$ cat config.mk
export PLATFORM = sky130hd
export DESIGN_NAME = vram_arbiter_flat
export DESIGN_NICKNAME = d
export VERILOG_FILES = /design/src/rtl/vram_arbiter_if.sv /design/src/rtl/vram_arbiter.sv /design/src/flat_wrapper.sv
export SDC_FILE = /design/constraint.sdc
export NUM_CORES = 1
export LEC_CHECK = 0
export ABC_CLOCK_PERIOD_IN_PS = 3700
export CORE_MARGIN = 2
export CORE_UTILIZATION = 25
export CTS_CLUSTER_DIAMETER = 80
export DETAILED_ROUTE_END_ITERATION = 8
export GPL_TIMING_DRIVEN = 0
export PLACE_DENSITY = 0.56
export SLEW_MARGIN = 5
export SYNTH_ARGS = -nofsm -noshare
export SYNTH_HDL_FRONTEND = slang
export SYNTH_SLANG_ARGS = --single-unit
$ cat constraint.sdc
create_clock -name clk_pixel -period 3.7 [get_ports clk_pixel]
set_input_delay 0.37 -clock clk_pixel [delete_from_list [all_inputs] [get_ports clk_pixel]]
set_output_delay 0.37 -clock clk_pixel [all_outputs]
set_load 0.02 [all_outputs]
$ cat src/rtl/vram_arbiter_if.sv
// CPU request/ack bus and single-port video RAM bus shared by the arbiter.
// The slave view belongs to the arbiter; the master view belongs to the CPU/RAM side.
interface vram_arbiter_if;
  logic        in_cpu_req;
  logic        in_cpu_we;
  logic [14:0] in_cpu_addr;
  logic [11:0] in_cpu_wdata;
  logic        out_cpu_ack;
  logic [11:0] out_cpu_rdata;
  logic        out_mem_en;
  logic        out_mem_we;
  logic [14:0] out_mem_addr;
  logic [11:0] out_mem_wdata;
  logic [11:0] in_mem_rdata;

  modport slave (
    input  in_cpu_req, in_cpu_we, in_cpu_addr, in_cpu_wdata, in_mem_rdata,
    output out_cpu_ack, out_cpu_rdata, out_mem_en, out_mem_we, out_mem_addr, out_mem_wdata
  );

  modport master (
    output in_cpu_req, in_cpu_we, in_cpu_addr, in_cpu_wdata, in_mem_rdata,
    input  out_cpu_ack, out_cpu_rdata, out_mem_en, out_mem_we, out_mem_addr, out_mem_wdata
  );
endinterface

$ cat src/rtl/vram_arbiter.sv
// Shares one synchronous-read VRAM between 4x4-replicated 160x120 scan-out and a CPU port.
// Display owns every 4th visible pixel clock; the CPU gets every other slot via req/ack.
module vram_arbiter #(
  parameter int H_VISIBLE = 640,
  parameter int V_VISIBLE = 480,
  parameter int FB_WIDTH  = 160,
  parameter int FB_WORDS  = 19200
) (
  input  logic        clk_pixel,
  input  logic        rst_n,
  input  logic [9:0]  in_h_position,
  input  logic [9:0]  in_v_position,
  input  logic        in_horizontal_sync,
  input  logic        in_vertical_sync,
  output logic        out_vga_horizontal_sync,
  output logic        out_vga_vertical_sync,
  output logic [3:0]  out_vga_r,
  output logic [3:0]  out_vga_g,
  output logic [3:0]  out_vga_b,
  vram_arbiter_if.slave bus
);
  localparam logic [9:0]  H_VIS  = 10'(H_VISIBLE);
  localparam logic [9:0]  V_VIS  = 10'(V_VISIBLE);
  localparam logic [14:0] FB_LIM = 15'(FB_WORDS);

  typedef enum logic {IDLE, ACK} state_t;
  state_t state, state_nxt;

  logic        visible, disp_slot, cpu_issue, cpu_in_range;
  logic [14:0] row_base, disp_addr;
  logic        mem_en, mem_we;
  logic [14:0] mem_addr, addr_q;
  logic [11:0] mem_wdata, wdata_q;
  logic        rd_pend, oor_q;
  logic [11:0] rdata_q, rdata_nxt;
  logic [1:0]  vis_pipe, hs_pipe, vs_pipe;
  logic        slot_d1;
  logic [11:0] pixel_q;

  assign visible   = (in_h_position < H_VIS) && (in_v_position < V_VIS);
  assign disp_slot = visible && (in_h_position[1:0] == 2'b00);

  // (v/4)*160 as (v/4)*128 + (v/4)*32
  assign row_base  = ({7'd0, in_v_position[9:2]} << 7) + ({7'd0, in_v_position[9:2]} << 5);
  assign disp_addr = row_base + {7'd0, in_h_position[9:2]};

  assign cpu_in_range = bus.in_cpu_addr < FB_LIM;
  assign cpu_issue    = (state == IDLE) && bus.in_cpu_req && !disp_slot;

  always_comb begin
    state_nxt = state;
    case (state)
      IDLE:    if (cpu_issue) state_nxt = ACK;
      ACK:     state_nxt = IDLE;
      default: state_nxt = IDLE;
    endcase
  end

  // RAM strobes are combinational so an access lands in the cycle it is granted;
  // address/data hold their last value when the RAM is idle.
  always_comb begin
    mem_en    = 1'b0;
    mem_we    = 1'b0;
    mem_addr  = addr_q;
    mem_wdata = wdata_q;
    if (rst_n) begin
      if (disp_slot) begin
        mem_en   = 1'b1;
        mem_addr = disp_addr;
      end else if (cpu_issue && cpu_in_range) begin
        mem_en    = 1'b1;
        mem_we    = bus.in_cpu_we;
        mem_addr  = bus.in_cpu_addr;
        mem_wdata = bus.in_cpu_wdata;
      end
    end
  end

  assign rdata_nxt = ((state == ACK) && rd_pend) ? (oor_q ? 12'd0 : bus.in_mem_rdata) : rdata_q;

  always_ff @(posedge clk_pixel or negedge rst_n) begin
    if (!rst_n) begin
      state   <= IDLE;
      addr_q  <= '0;
      wdata_q <= '0;
      rd_pend <= 1'b0;
      oor_q   <= 1'b0;
      rdata_q <= '0;
    end else begin
      state   <= state_nxt;
      addr_q  <= mem_addr;
      wdata_q <= mem_wdata;
      rd_pend <= cpu_issue && !bus.in_cpu_we;
      oor_q   <= cpu_issue && !cpu_in_range;
      rdata_q <= rdata_nxt;
    end
  end

  assign bus.out_mem_en    = mem_en;
  assign bus.out_mem_we    = mem_we;
  assign bus.out_mem_addr  = mem_addr;
  assign bus.out_mem_wdata = mem_wdata;
  assign bus.out_cpu_ack   = (state == ACK);
  assign bus.out_cpu_rdata = rdata_nxt;

  // Two-stage scan-out: slot -> RAM data -> pixel register, syncs/visible ride alongside.
  always_ff @(posedge clk_pixel or negedge rst_n) begin
    if (!rst_n) begin
      vis_pipe <= '0;
      hs_pipe  <= '0;
      vs_pipe  <= '0;
      slot_d1  <= 1'b0;
      pixel_q  <= '0;
    end else begin
      vis_pipe <= {vis_pipe[0], visible};
      hs_pipe  <= {hs_pipe[0], in_horizontal_sync};
      vs_pipe  <= {vs_pipe[0], in_vertical_sync};
      slot_d1  <= disp_slot;
      if (slot_d1) pixel_q <= bus.in_mem_rdata;
    end
  end

  assign out_vga_horizontal_sync = hs_pipe[1];
  assign out_vga_vertical_sync   = vs_pipe[1];
  assign out_vga_r = vis_pipe[1] ? pixel_q[11:8] : 4'd0;
  assign out_vga_g = vis_pipe[1] ? pixel_q[7:4]  : 4'd0;
  assign out_vga_b = vis_pipe[1] ? pixel_q[3:0]  : 4'd0;
endmodule

$ cat src/flat_wrapper.sv
// flat-port wrapper written by rule: the top's interface ports become plain ports
module vram_arbiter_flat 
#(
  parameter int H_VISIBLE = 640,
  parameter int V_VISIBLE = 480,
  parameter int FB_WIDTH  = 160,
  parameter int FB_WORDS  = 19200
)
  (clk_pixel, rst_n, in_h_position, in_v_position, in_horizontal_sync, in_vertical_sync, out_vga_horizontal_sync, out_vga_vertical_sync, out_vga_r, out_vga_g, out_vga_b, bus_in_cpu_req, bus_in_cpu_we, bus_in_cpu_addr, bus_in_cpu_wdata, bus_in_mem_rdata, bus_out_cpu_ack, bus_out_cpu_rdata, bus_out_mem_en, bus_out_mem_we, bus_out_mem_addr, bus_out_mem_wdata);
  vram_arbiter_if bus_i ();
  input  logic clk_pixel;
  input  logic rst_n;
  input  logic [9:0] in_h_position;
  input  logic [9:0] in_v_position;
  input  logic in_horizontal_sync;
  input  logic in_vertical_sync;
  output logic out_vga_horizontal_sync;
  output logic out_vga_vertical_sync;
  output logic [3:0] out_vga_r;
  output logic [3:0] out_vga_g;
  output logic [3:0] out_vga_b;
  input wire logic [$bits(bus_i.in_cpu_req)-1:0] bus_in_cpu_req;
  input wire logic [$bits(bus_i.in_cpu_we)-1:0] bus_in_cpu_we;
  input wire logic [$bits(bus_i.in_cpu_addr)-1:0] bus_in_cpu_addr;
  input wire logic [$bits(bus_i.in_cpu_wdata)-1:0] bus_in_cpu_wdata;
  input wire logic [$bits(bus_i.in_mem_rdata)-1:0] bus_in_mem_rdata;
  output wire logic [$bits(bus_i.out_cpu_ack)-1:0] bus_out_cpu_ack;
  output wire logic [$bits(bus_i.out_cpu_rdata)-1:0] bus_out_cpu_rdata;
  output wire logic [$bits(bus_i.out_mem_en)-1:0] bus_out_mem_en;
  output wire logic [$bits(bus_i.out_mem_we)-1:0] bus_out_mem_we;
  output wire logic [$bits(bus_i.out_mem_addr)-1:0] bus_out_mem_addr;
  output wire logic [$bits(bus_i.out_mem_wdata)-1:0] bus_out_mem_wdata;
  assign bus_i.in_cpu_req = bus_in_cpu_req;
  assign bus_i.in_cpu_we = bus_in_cpu_we;
  assign bus_i.in_cpu_addr = bus_in_cpu_addr;
  assign bus_i.in_cpu_wdata = bus_in_cpu_wdata;
  assign bus_i.in_mem_rdata = bus_in_mem_rdata;
  assign bus_out_cpu_ack = bus_i.out_cpu_ack;
  assign bus_out_cpu_rdata = bus_i.out_cpu_rdata;
  assign bus_out_mem_en = bus_i.out_mem_en;
  assign bus_out_mem_we = bus_i.out_mem_we;
  assign bus_out_mem_addr = bus_i.out_mem_addr;
  assign bus_out_mem_wdata = bus_i.out_mem_wdata;
  vram_arbiter #(.H_VISIBLE(H_VISIBLE), .V_VISIBLE(V_VISIBLE), .FB_WIDTH(FB_WIDTH), .FB_WORDS(FB_WORDS)) u_core (.clk_pixel(clk_pixel), .rst_n(rst_n), .in_h_position(in_h_position), .in_v_position(in_v_position), .in_horizontal_sync(in_horizontal_sync), .in_vertical_sync(in_vertical_sync), .out_vga_horizontal_sync(out_vga_horizontal_sync), .out_vga_vertical_sync(out_vga_vertical_sync), .out_vga_r(out_vga_r), .out_vga_g(out_vga_g), .out_vga_b(out_vga_b), .bus(bus_i));
endmodule
==> results.py <==
metrics = {
    "routing": {
        "routedWlPerCell_um": 15.2,
        "vias_per_cell": 4.53,
        "vias": 2390,
        "dr.pass1.iters": 7,
        "wl_um": 8030,
        "drt_iter0_drc": 114,
        "drc": 11,
        "ant_nets": 0,
    },
    "final_layout": {
        "drive_gt1_share_pct": 14.8,
        "stdcell_area_um2": 4660,
        "antenna_cells": 0,
        "fillers": 1118,
        "area_delta_synth_final_pct": 57.1,
        "final_nets": 462,
    },
    "placed_design": {
        "place_ws_ns": -0.568,
        "place_area_um2": 4320,
        "dp.final_hpwl_um": 5860,
        "place_congestion": 0.717,
        "portBuffers": 118,
    },
    "floorplanning": {
        "row_count": 39,
        "fp.dieH_um": 113,
        "coreArea_um2": 11500,
        "die_w_um": 113,
        "start_util_pct": 25.8,
        "dieArea_um2": 12800,
        "io_pins": 121,
    },
    "power": {
        "p_total_w": 0.00257,
        "irDropWorstVdd_uv": 231,
        "power_leakage_nw": 2.02,
        "powerDensity_nw_per_um2": 552,
    },
    "timing": {
        "setup_violations": 1,
        "rsz0062_at_grt": "true",
        "drv_slew": 0,
        "tightest_slew_ns": 0.763,
        "min_period_ns": 3.71,
        "maxSlewHeadroom_pct": 48.9,
        "whs_ns": 0.0406,
        "fin_crit_sh_pct": 100,
        "max_freq_mhz": 270,
        "hold_violations": 0,
        "clock_skew_ns": 0.00293,
        "setup_tns_ns": -0.00898,
        "fin_ws_ns": -0.00898,
    },
    "clock_network": {
        "cts_tree": "yes",
        "clk_pin_slew_ns": 0.05,
        "hold_buffers": 0,
        "max-clock-path-buffers": 2,
        "cts_sinks": 61,
        "root_buffer": "clkbuf_16",
        "cts_setup_buffers": 0,
        "cts_max_level": 3,
        "numCtsBuffers": 9,
        "clk_latency_ns": 0.32,
    },
    "synth": {
        "syn_avg_cell_area_um2": 11.8,
        "synth_xor_area_share_pct": 1.48,
        "synth_flop_cell": "dfrtp_1",
        "synth_top_family_by_area": "simple AND/OR/NAND/NOR gates",
        "muxShareOfSynthArea_pct": 9.11,
        "synth.largest_area_cell": "dfrtp_1",
        "synth_compound_area_share_pct": 13.8,
        "ys_warn_count": 0,
        "synth_nets": 333,
        "yosys.area_share.simple_pct": 13.9,
        "seq_area_frac_synth_pct": 51.5,
        "synth_top_area_share_pct": 51.5,
        "synthCells": 251,
        "synth_fa_ha_area_share_pct": 7.68,
        "yosys-top-cells-area": "dfrtp_1 51%, mux2_2 7.6%, ha_1 6.3%",
        "synthArstFlopShare_pct": 100,
        "synth-seq-cells": 61,
        "synth-edff-count": 0,
        "syn_area_um2": 2970,
        "yosysUniqueCellTypes": 37,
    },
    "worst_setup_path": {
        "cp-startpoint": "in_h_position[9]",
        "crit_path_start_kind": "input port",
        "worstPathArrival_ns": 3.34,
        "worst_ep_required_time_ns": 3.33,
        "rrSetupSlack_ns": 1.79,
        "critPathCaptureType": "output pin",
        "cp_max_fo": 3,
        "worstSetupPathType": "in2out",
        "r2r_start": "u_core.bus.out_cpu_ack",
    },
    "status": {
        "status": "finished with violations",
        "violations": "design-rule violations, negative setup slack",
    },
    "global_route": {
        "antenna_found_initial": 0,
        "track_usage_pct": 12.9,
        "grt_pass1_wl_um": 13000,
        "grt_pass1_vias": 2583,
        "grt_overflow_total": 0,
        "grt_max_degree": 65,
    },
    "job": {
        "max_cap_violations": 0,
    },
    "hold_path": {
        "hold_class": "in2async",
    },
}
-- routing by layer --
metal,global-route usage [%],vias up,wire length (µm)
met5,0,-,0
met4,5.37,0,62
met3,2.41,5,425
met2,21.0,65,4020
met1,16.9,1174,3520
li1,-,1146,-
-- area by class of cell --
type / instances / area (µm²) / area share [%]
timing repair buffer: 118 / 1180 / 25.3
multi-input combinational: 175 / 1390 / 29.7
clock buffer: 13 / 270 / 5.80
sequential: 61 / 1530 / 32.8
inverter: 7 / 26.3 / 0.564
buffer: 8 / 48.8 / 1.05
tap: 143 / 179 / 3.84
clock inverter: 3 / 42.5 / 0.913
-- stage by stage --
stage / std cells / utilization [%]
after global placement: 512 / 37.6
after detailed placement: 512 / 37.5
final: 528 / 40.5
after floorplan: 251 / -
after CTS: 528 / 40.3
after global routing: 528 / 40.5
-- Yosys cell counts, drive strengths merged (2+ instances only) --
library cell / n
dfrtp: 61
nand2: 30
mux2: 24
o21ai: 22
a22oi: 15
ha: 15
and2: 13
nand2b: 13
inv: 7
nor3: 6
a21oi: 5
buf: 5
nor2: 5
a211oi: 3
a21o: 3
clkbuf: 3
o21a: 3
xor2: 3
and3: 2
fa: 2
nand3b: 2
xnor2: 2
-- layout by cell type, fill, tap and decap left out, types with 2 or more instances in the layout --
cell	instances
clkdlybuf4s50_1	113
dfrtp_1	61
nand2_1	30
mux2_2	20
o21ai_0	16
ha_1	15
nand2b_1	13
and2_1	13
a22oi_2	9
clkbuf_16	9
inv_1	7
a22oi_1	6
o21ai_1	6
nor3_1	5
nor2_1	5
a21oi_1	4
mux2_1	4
clkbuf_1	4
o21a_1	3
buf_6	3
a21o_1	3
xor2_1	3
clkbuf_8	3
nand3b_1	2
a211oi_4	2
buf_1	2
and3_1	2
xnor2_1	2
dlymetal6s2s_1	2
-- cells by family (layout without fill, tap and decap cells) --
| kind of cell | after synthesis | count (layout) |
|---|---|---|
| AND/OR/NAND/NOR | 75 | 75 |
| flip-flops | 61 | 61 |
| AO/OA/AOI/OAI | 54 | 54 |
| multiplexers | 24 | 24 |
| adder cells (fa/ha/maj) | 17 | 17 |
| buffers and inverters | 15 | 149 |
| XOR/XNOR | 5 | 5 |
-- worst paths after layout --
kind | endpoint | depth (start not counted)
worst max register to register | u_core.wdata_q[7] | 4
max in group asynchronous | u_core.vis_pipe[0] | 1
worst min-delay path | u_core.wdata_q[0] | 1
min in group clk_pixel | u_core.vs_pipe[1] | 0
worst min register to register | u_core.vs_pipe[1] | 0
worst max-delay path | bus_out_mem_addr[14] | 11
-- worst max-delay path, stage by stage --
cell and delay [ns]:
clkdlybuf4s50_1 0.47, inv_1 0.06, fa_1 0.52, inv_1 0.07
fa_2 0.44, a211oi_4 0.26, o21ai_0 0.17, a2111oi_2 0.39
nor3_1 0.10, a221o_1 0.30, buf_2 0.17
-- sequential cells by signal, summed over array words and instances, names as in the netlist --
register and cells:
u_core.rd_pend 1, u_core.rdata_q 12, u_core.vis_pipe 2, u_core.addr_q 15
u_core.pixel_q 12, u_core.vs_pipe 2, u_core.bus.out_cpu_ack 1, u_core.wdata_q 12
u_core.slot_d1 1, u_core.hs_pipe 2, u_core.oor_q 1
-- what timing repair did --
item                                    4_1_cts  5_1_grt
endpoints found under the setup margin        3       11
gates resized for setup                       8        5
pin swaps                                     2        1
-- report_power, final --
group          switching, W  internal (W)
logic              0.000418      0.000421
registers         0.0000477      0.000817
clock network      0.000294      0.000575
total              0.000760       0.00181
Power figures use the tool's default switching activity.
